===== src/rtl/ex_mem_stage_if.sv =====
// ---------------------------------------------------------------------------
// ex_mem_stage_if : EX-side inputs and EX/MEM boundary outputs  | rev 1.0
// ---------------------------------------------------------------------------
`default_nettype none

interface ex_mem_stage_if;
  logic        in_valid;
  logic        in_ready;
  logic [3:0]  inst_id;
  logic [15:0] alu_out;
  logic        zero;
  logic        pos;
  logic [3:0]  rd;
  logic [15:0] store_data;
  logic [15:0] branch_target;
  logic        stall;
  logic        out_valid;
  logic [3:0]  out_inst_id;
  logic [15:0] out_result;
  logic [15:0] out_store_data;
  logic [3:0]  out_rd;
  logic        out_wb;
  logic        out_store;
  logic        flag_zero;
  logic        flag_pos;
  logic        branch_taken;
  logic [15:0] branch_pc;
  logic        flush;

  modport master (
    output in_valid, inst_id, alu_out, zero, pos, rd, store_data, branch_target, stall,
    input  in_ready, out_valid, out_inst_id, out_result, out_store_data, out_rd,
           out_wb, out_store, flag_zero, flag_pos, branch_taken, branch_pc, flush
  );

  modport slave (
    input  in_valid, inst_id, alu_out, zero, pos, rd, store_data, branch_target, stall,
    output in_ready, out_valid, out_inst_id, out_result, out_store_data, out_rd,
           out_wb, out_store, flag_zero, flag_pos, branch_taken, branch_pc, flush
  );
endinterface

`default_nettype wire


===== src/rtl/ex_mem_stage.sv =====
// ---------------------------------------------------------------------------
// ex_mem_stage : EX/MEM register, branch resolve and post-branch squash | rev 1.0
// ---------------------------------------------------------------------------
`default_nettype none

module ex_mem_stage #(
  parameter int unsigned FLUSH_CYCLES = 2
) (
  input  wire logic      clk,
  input  wire logic      rst_n,
  ex_mem_stage_if.slave  bus
);

  localparam logic [0:0] ST_RUN   = 1'b0;
  localparam logic [0:0] ST_FLUSH = 1'b1;

  localparam logic [3:0] OP_STORE = 4'b1010;
  localparam logic [3:0] OP_BEQ   = 4'b1100;
  localparam logic [3:0] OP_BNE   = 4'b1101;
  localparam logic [3:0] OP_BGT   = 4'b1110;
  localparam logic [3:0] OP_JMP   = 4'b1111;

  localparam logic [3:0] FLUSH_INIT = 4'(FLUSH_CYCLES);

  logic [0:0]  state_q, state_d;
  logic [3:0]  cnt_q, cnt_d;

  logic        valid_q, wb_q, store_q;
  logic [3:0]  inst_q, rd_q;
  logic [15:0] result_q, sdata_q, bpc_q;
  logic        fzero_q, fpos_q, btaken_q;

  logic        capture, squash, cond_met, take, is_wb, is_store;

  assign capture  = bus.in_valid && !bus.stall;
  assign squash   = (state_q == ST_FLUSH);
  assign is_store = (bus.inst_id == OP_STORE);
  assign is_wb    = (bus.inst_id < OP_BEQ) && !is_store;

  always_comb begin
    cond_met = 1'b0;
    case (bus.inst_id)
      OP_BEQ:  cond_met = bus.zero;
      OP_BNE:  cond_met = !bus.zero;
      OP_BGT:  cond_met = bus.pos;
      OP_JMP:  cond_met = 1'b1;
      default: cond_met = 1'b0;
    endcase
  end

  // Only a live (non-squashed) captured branch can redirect.
  assign take = capture && !squash && cond_met;

  always_ff @(posedge clk or negedge rst_n) begin
    if (!rst_n) begin
      state_q <= ST_RUN;
      cnt_q   <= 4'd0;
    end else begin
      state_q <= state_d;
      cnt_q   <= cnt_d;
    end
  end

  always_comb begin
    state_d = state_q;
    cnt_d   = cnt_q;
    case (state_q)
      ST_RUN: begin
        if (take) begin
          state_d = ST_FLUSH;
          cnt_d   = FLUSH_INIT;
        end
      end
      ST_FLUSH: begin
        if (capture) begin
          cnt_d = cnt_q - 4'd1;
          if (cnt_q == 4'd1) state_d = ST_RUN;
        end
      end
      default: begin
        state_d = ST_RUN;
        cnt_d   = 4'd0;
      end
    endcase
  end

  always_comb begin
    bus.flush = (state_q == ST_FLUSH);
  end

  always_ff @(posedge clk or negedge rst_n) begin
    if (!rst_n) begin
      valid_q  <= 1'b0;
      wb_q     <= 1'b0;
      store_q  <= 1'b0;
      inst_q   <= 4'd0;
      rd_q     <= 4'd0;
      result_q <= 16'd0;
      sdata_q  <= 16'd0;
      bpc_q    <= 16'd0;
      fzero_q  <= 1'b1;
      fpos_q   <= 1'b0;
      btaken_q <= 1'b0;
    end else begin
      // Redirect is a strict one-cycle pulse, independent of stall.
      btaken_q <= take;
      if (take) bpc_q <= bus.branch_target;
      if (!bus.stall) begin
        if (bus.in_valid) begin
          inst_q   <= bus.inst_id;
          rd_q     <= bus.rd;
          result_q <= bus.alu_out;
          sdata_q  <= bus.store_data;
          valid_q  <= !squash;
          wb_q     <= !squash && is_wb;
          store_q  <= !squash && is_store;
          if (!squash) begin
            fzero_q <= bus.zero;
            fpos_q  <= bus.pos;
          end
        end else begin
          valid_q <= 1'b0;
          wb_q    <= 1'b0;
          store_q <= 1'b0;
        end
      end
    end
  end

  assign bus.in_ready       = !bus.stall;
  assign bus.out_valid      = valid_q;
  assign bus.out_wb         = wb_q;
  assign bus.out_store      = store_q;
  assign bus.out_inst_id    = inst_q;
  assign bus.out_rd         = rd_q;
  assign bus.out_result     = result_q;
  assign bus.out_store_data = sdata_q;
  assign bus.flag_zero      = fzero_q;
  assign bus.flag_pos       = fpos_q;
  assign bus.branch_taken   = btaken_q;
  assign bus.branch_pc      = bpc_q;

endmodule

`default_nettype wire

===== src/flat_wrapper.sv =====
// flat-port wrapper written by rule: the top's interface ports become plain ports
module ex_mem_stage_flat 
#(
  parameter int unsigned FLUSH_CYCLES = 2
)
  (clk, rst_n, bus_in_valid, bus_inst_id, bus_alu_out, bus_zero, bus_pos, bus_rd, bus_store_data, bus_branch_target, bus_stall, bus_in_ready, bus_out_valid, bus_out_inst_id, bus_out_result, bus_out_store_data, bus_out_rd, bus_out_wb, bus_out_store, bus_flag_zero, bus_flag_pos, bus_branch_taken, bus_branch_pc, bus_flush);
  ex_mem_stage_if bus_i ();
  input  wire logic clk;
  input  wire logic rst_n;
  input wire logic [$bits(bus_i.in_valid)-1:0] bus_in_valid;
  input wire logic [$bits(bus_i.inst_id)-1:0] bus_inst_id;
  input wire logic [$bits(bus_i.alu_out)-1:0] bus_alu_out;
  input wire logic [$bits(bus_i.zero)-1:0] bus_zero;
  input wire logic [$bits(bus_i.pos)-1:0] bus_pos;
  input wire logic [$bits(bus_i.rd)-1:0] bus_rd;
  input wire logic [$bits(bus_i.store_data)-1:0] bus_store_data;
  input wire logic [$bits(bus_i.branch_target)-1:0] bus_branch_target;
  input wire logic [$bits(bus_i.stall)-1:0] bus_stall;
  output wire logic [$bits(bus_i.in_ready)-1:0] bus_in_ready;
  output wire logic [$bits(bus_i.out_valid)-1:0] bus_out_valid;
  output wire logic [$bits(bus_i.out_inst_id)-1:0] bus_out_inst_id;
  output wire logic [$bits(bus_i.out_result)-1:0] bus_out_result;
  output wire logic [$bits(bus_i.out_store_data)-1:0] bus_out_store_data;
  output wire logic [$bits(bus_i.out_rd)-1:0] bus_out_rd;
  output wire logic [$bits(bus_i.out_wb)-1:0] bus_out_wb;
  output wire logic [$bits(bus_i.out_store)-1:0] bus_out_store;
  output wire logic [$bits(bus_i.flag_zero)-1:0] bus_flag_zero;
  output wire logic [$bits(bus_i.flag_pos)-1:0] bus_flag_pos;
  output wire logic [$bits(bus_i.branch_taken)-1:0] bus_branch_taken;
  output wire logic [$bits(bus_i.branch_pc)-1:0] bus_branch_pc;
  output wire logic [$bits(bus_i.flush)-1:0] bus_flush;
  assign bus_i.in_valid = bus_in_valid;
  assign bus_i.inst_id = bus_inst_id;
  assign bus_i.alu_out = bus_alu_out;
  assign bus_i.zero = bus_zero;
  assign bus_i.pos = bus_pos;
  assign bus_i.rd = bus_rd;
  assign bus_i.store_data = bus_store_data;
  assign bus_i.branch_target = bus_branch_target;
  assign bus_i.stall = bus_stall;
  assign bus_in_ready = bus_i.in_ready;
  assign bus_out_valid = bus_i.out_valid;
  assign bus_out_inst_id = bus_i.out_inst_id;
  assign bus_out_result = bus_i.out_result;
  assign bus_out_store_data = bus_i.out_store_data;
  assign bus_out_rd = bus_i.out_rd;
  assign bus_out_wb = bus_i.out_wb;
  assign bus_out_store = bus_i.out_store;
  assign bus_flag_zero = bus_i.flag_zero;
  assign bus_flag_pos = bus_i.flag_pos;
  assign bus_branch_taken = bus_i.branch_taken;
  assign bus_branch_pc = bus_i.branch_pc;
  assign bus_flush = bus_i.flush;
  ex_mem_stage #(.FLUSH_CYCLES(FLUSH_CYCLES)) u_core (.clk(clk), .rst_n(rst_n), .bus(bus_i));
endmodule

===== config.mk =====
export PLATFORM = sky130hd
export DESIGN_NAME = ex_mem_stage_flat
export DESIGN_NICKNAME = d
export VERILOG_FILES = /design/src/rtl/ex_mem_stage_if.sv /design/src/rtl/ex_mem_stage.sv /design/src/flat_wrapper.sv
export SDC_FILE = /design/constraint.sdc
export NUM_CORES = 1
export LEC_CHECK = 0
export CORE_ASPECT_RATIO = 0.6
export CORE_UTILIZATION = 55
export CTS_CLUSTER_SIZE = 30
export DETAILED_ROUTE_END_ITERATION = 10
export DONT_BUFFER_PORTS = 1
export GPL_ROUTABILITY_DRIVEN = 0
export PLACE_DENSITY = 0.8
export SYNTH_ARGS = -nofsm -noshare
export SYNTH_HDL_FRONTEND = slang
export SYNTH_SLANG_ARGS = --single-unit

===== constraint.sdc =====
create_clock -name clk -period 1.77 [get_ports clk]
set_input_delay 0.354 -clock clk [delete_from_list [all_inputs] [get_ports clk]]
set_output_delay 0.354 -clock clk [all_outputs]
set_load 0.02 [all_outputs]

# After elaboration in Yosys (flattened, before gate mapping)
# Index checks and enable logic that the tools add are counted.
[totals]
reg_bits = 67
[classes]
n_addsub = 1
n_lt_le_gt_ge = 1
n_eq_ne = 8
n_mux = 11
bitwise = 2
n_reduce_logical = 13
[op_table]
columns = ["op", "count"]
rows = [
  ["4-bit == test, second input constant", 5],
  ["4-bit two-way mux", 2],
  ["4-bit case mux with 2 select lines", 1],
  ["1-bit logical AND", 6],
  ["1-bit two-way mux", 6],
  ["4-bit by 1-bit == test with 1-bit output, second input constant", 1],
  ["1-bit zero test", 4],
  ["4-bit less-than comparator, second input constant", 1],
  ["1-bit case mux with 4 select lines", 1],
  ["2-bit AND reduction", 2],
  ["4-bit by 1-bit subtractor with 4-bit output, second input constant", 1],
  ["3-bit AND reduction", 1],
  ["2-bit by 1-bit inequality test with 1-bit output, second input constant", 1],
  ["2-bit inequality test, second input constant", 1],
  ["1-bit inverter", 2],
  ["1-bit case mux with 2 select lines", 1],
]

# Depth between registers and ports, before layout
[logic_depth]
depth_word = 6
depth_mapped = 6
ltp_nobuf = 5

# Least setup slack after synthesis
# OpenSTA, ideal clock, no wires.
[synth_path]
path_kind = "input to register"
from = "input bus_inst_id[1]"
to = "register u_core.bpc_q[10], in the netlist u_core.bus.branch_pc[10]"
setup_time_ns = 0.125
arrival_time_ns = 1.445
required_ns = 1.645
path_slack_ns = 0.200
cell_stages = 5
path_cell_list = "mux2_4 -> o2111a_2 -> nand2_4 -> buf_12 -> mux2_4"
[synth_between]
elab_chain_len = 3
[synth_rtl]
columns = ["item", "line_no", "source"]
rows = [
  ["start, declared", "flat_wrapper.sv:11", "input wire logic [$bits(bus_i.inst_id)-1:0] bus_inst_id;"],
  ["4-bit == test", "ex_mem_stage.sv:42", "case (bus.inst_id)"],
  ["1-bit case mux with 4 select lines (*)", "ex_mem_stage.sv:42", ""],
  ["1-bit logical AND (*)", "ex_mem_stage.sv:52", "assign take = capture && !squash && cond_met;"],
  ["end signal, assigned", "ex_mem_stage.sv:107", "if (take) bpc_q <= bus.branch_target;"],
  ["end, declared", "ex_mem_stage.sv:30", "logic [15:0] result_q, sdata_q, bpc_q;"],
]
# Mark *: on every way between the ends. The rest lies on a longest branch, timed or not.
# A chain may end at the register's enable or synchronous reset.

# Worst setup path in the final report
[layout_path]
from = "register u_core.state_q, in the netlist u_core.bus.flush"
to = "register u_core.bpc_q[7], in the netlist u_core.bus.branch_pc[7]"
[layout_between]
elab_chain_len = 3
[layout_rtl]
columns = ["item", "line_no", "source"]
rows = [
  ["start, declared", "ex_mem_stage.sv:25", "logic [0:0] state_q, state_d;"],
  ["start signal, assigned", "ex_mem_stage.sv:59", "state_q <= state_d;"],
  ["1-bit zero test", "ex_mem_stage.sv:52", ""],
  ["1-bit logical AND (2 in series)", "ex_mem_stage.sv:52", ""],
]
# Every way passes these cells.

==> impl_metrics.yaml <==
critical_path:
  regToRegStartpoint: "u_core.bus.flush"
  cp_data_arrival_time_ns: 1.55
  worstSetupEndpointType: "register"
  cp.required_ns: 1.99
  worstPathCellList: "nor2_4, nand2_4, mux2_4"
  crit_start: "u_core.bus.flush"
  critPathMaxStageDelay_ns: 0.41
  worst-setup-path-type: "reg -> reg"
  worstPathMaxFanout: 18
  critPathLaunchType: "register"
  master_of_the_slowest_instance_on_the_critical_path: "sky130_fd_sc_hd__dfrtp_1"
  regToRegSetupSlack_ns: 0.44
floorplan:
  design.core.area_um2: 4640
  die_x_um: 92.2
  core.rowCount: 19
  io_pins: 126
  die_height_um: 56.1
  initial_util_pct: 57.9
  dieArea_um2: 5170
status:
  run_status: "complete, but fails checks"
  failed_checks: "negative hold slack"
global_route:
  use_met2_pct: 31.3
  grt_remaining_overflow: 0
  first_pass_grt_wire_length_um: 8080
  grt_antenna_before_repair: 0
  number_of_global_route_vias_before_repair: 1687
  use_met1_pct: 26.5
  globalRoute.busiestLayer: "met2"
  largest_net_degree_at_the_start_of_global_routing: 68
  groute.usage.overall_pct: 21.5
  grt_util_met3_pct: 10.9
power_and_ir_drop:
  p_switching_w: 0.000895
  pwr-share-comb_pct: 6.8
  power.share.switching_pct: 26.2
  power_per_cell_area_nw_per_um2: 1160
  power.share.clock_pct: 36.9
  pwr-share-seq_pct: 56.3
  cell_internal_pwr_w: 0.00252
  p_leak_nw: 1.62
  ir_drop_uv: 641
final_layout:
  fraction_of_final_layout_cells_sized_beyond_drive_strength_1_pct: 16.5
  finish.net_count: 321
  n_antenna_cell: 0
  syn_to_final_growth_pct: 9.65
synth:
  synthCells: 253
  post_synth_num_cell_types: 30
  ys_warn_count: 0
  yosys_register_bits: 67
  synthTopCellsByArea: "sky130_fd_sc_hd__dfrtp_1, sky130_fd_sc_hd__nand2_1, sky130_fd_sc_hd__mux2_4, sky130_fd_sc_hd__mux2_2, sky130_fd_sc_hd__clkbuf_1"
  portion_of_the_post_synthesis_area_used_by_sequential_elements_pct: 62.5
  most_common_library_cells_after_synthesis: "sky130_fd_sc_hd__nand2_1, sky130_fd_sc_hd__dfrtp_1, sky130_fd_sc_hd__mux2_2"
  postSynth.topFlopCell: "sky130_fd_sc_hd__dfrtp_1"
  synth_async_sr_flop_share_pct: 100
  synth_largest_type_area_fraction_pct: 61.5
  synth-edff-count: 0
  post_synthesis_instance_area_um2: 2690
  netlist.top_cell.by_area: "sky130_fd_sc_hd__dfrtp_1"
  post-synth-top-count-cell: "sky130_fd_sc_hd__nand2_1"
  syn-num-nets: 317
  average_cell_area_after_synthesis_um2: 10.6
clock_network:
  cts-buffers-inserted: 9
  cts_setup_buffers: 0
  clock_sinks: 67
  worst_skew_pair.late_latency_ns: 0.33
  tritoncts_clock_tree: "yes"
  post_cts.resized_instances: 0
  clockBufferDepth: 2
  cts.root.buffer_cell: "sky130_fd_sc_hd__clkbuf_8"
  cts_max_level: 3
  worst_setup_hold_path_clk_slew_ns: 0.07
sta:
  slew_violations: 0
  setup-violations-final: 0
  min_period_over_period_pct: 75.0
  fin_tns_setup_ns: 0
  grt_setup_unrepaired: "no"
  hold_viol_final: 67
  slew_headroom_pct: 71.6
  finClkSkew_ns: 0.00646
  max_slew.worst_pin.slew_ns: 0.426
  finalHoldWorstSlack_ns: -0.294
  clock.fmax_mhz: 753
  post-route-min-period_ns: 1.33
run:
  max_cap_violations: 0
routing:
  num_vias: 1686
  drt-initial-drc-count: 93
  route.antenna.remaining_nets: 0
  drc: 0
  final_wirelength_um: 5100
  drtPass1Iterations: 4
  wl_per_cell_um: 15.8
  post_drt_via_cell_ratio: 5.22
place:
  detailedPlacementHpwl_um: 3540
  place.port_buffers: 0
hold_path:
  worst_hold_path_type: "in -> async"
==> flip-flops by register name, summed over array words and instances (netlist names), 4 cells and up <==
name	count
u_core.bus.out_inst_id	4
u_core.bus.out_store_data	16
u_core.bus.out_rd	4
u_core.bus.out_result	16
u_core.cnt_q	4
u_core.bus.branch_pc	16
==> placed cells by master (no fill, tap or decap), types with 2 or more instances in the layout <==
cell	count
sky130_fd_sc_hd__buf_4	3
sky130_fd_sc_hd__clkbuf_8	12
sky130_fd_sc_hd__dfrtp_1	66
sky130_fd_sc_hd__ha_1	2
sky130_fd_sc_hd__inv_1	7
sky130_fd_sc_hd__mux2_2	10
sky130_fd_sc_hd__mux2_4	9
sky130_fd_sc_hd__nand2_1	122
sky130_fd_sc_hd__nor2b_1	2
sky130_fd_sc_hd__o21a_1	2
sky130_fd_sc_hd__o21ai_0	2
sky130_fd_sc_hd__o22ai_1	2
==> routing by layer <==
metal	wire length [um]	vias up
li1	-	805
met1	2280	777
met2	2190	96
met3	553	8
met4	74	0
met5	0	-
==> path summary, 6_finish.rpt <==
kind,to,cells past startpoint
hold / removal,u_core.bus.out_result[12],0
max in group asynchronous,u_core.bus.flag_zero,0
setup / recovery,u_core.bus.branch_pc[7],3
setup reg to reg,u_core.bus.branch_pc[7],3
min in group clk,u_core.bus.out_result[14],2
hold reg to reg,u_core.cnt_q[1],1
==> power groups by stage <==
stage | clock (W) | combinational (W) | sequential [W]
2_1_floorplan | 0 | 0.000194 | 0.00192
3_3_place_gp | 0 | 0.000221 | 0.00195
3_5_place_dp | 0 | 0.000238 | 0.00195
4_1_cts | 0.00130 | 0.000237 | 0.00192
5_1_grt | 0.00136 | 0.000272 | 0.00194
6_report | 0.00126 | 0.000232 | 0.00192
==> critical path: cells and delay by family, from the launching register on <==
family | cells | cell delay [ns]
simple gates | 2 | 0.45
flops | 1 | 0.41
mux | 1 | 0.35
==> layout make-up <==
| type | instances | area, um^2 |
|---|---|---|
| timing repair buffer | 4 | 42.5 |
| fill | 355 | 1690 |
| sequential | 67 | 1680 |
| inverter | 7 | 26.3 |
| clock buffer | 12 | 165 |
| tap | 63 | 78.8 |
| clock inverter | 2 | 35.0 |
| multi-input combinational | 168 | 918 |
==> per-stage QoR <==
step                      std cells  total power, W  area, um^2  worst slack [ns]  util (%)
after floorplan                 253         0.00212        2690             0.200         -
after global placement          309         0.00217        2740             0.138      59.2
after detailed placement        309         0.00219        2740             0.109      59.2
after CTS                       323         0.00346        2940             0.439      63.5
after global routing            323         0.00357        2940             0.390      63.5
final                           323         0.00341        2940             0.442      63.5
==> logic make-up after synthesis <==
logic type / synth area share, %
adders and majority gates: 0.932
buffers and inverters: 3.40
muxes: 9.23
and+or+nand+nor: 20.4
DFF: 62.5
AOI/OAI and AO/OA: 3.59
Note: power is estimated with default switching activity, not from simulation.
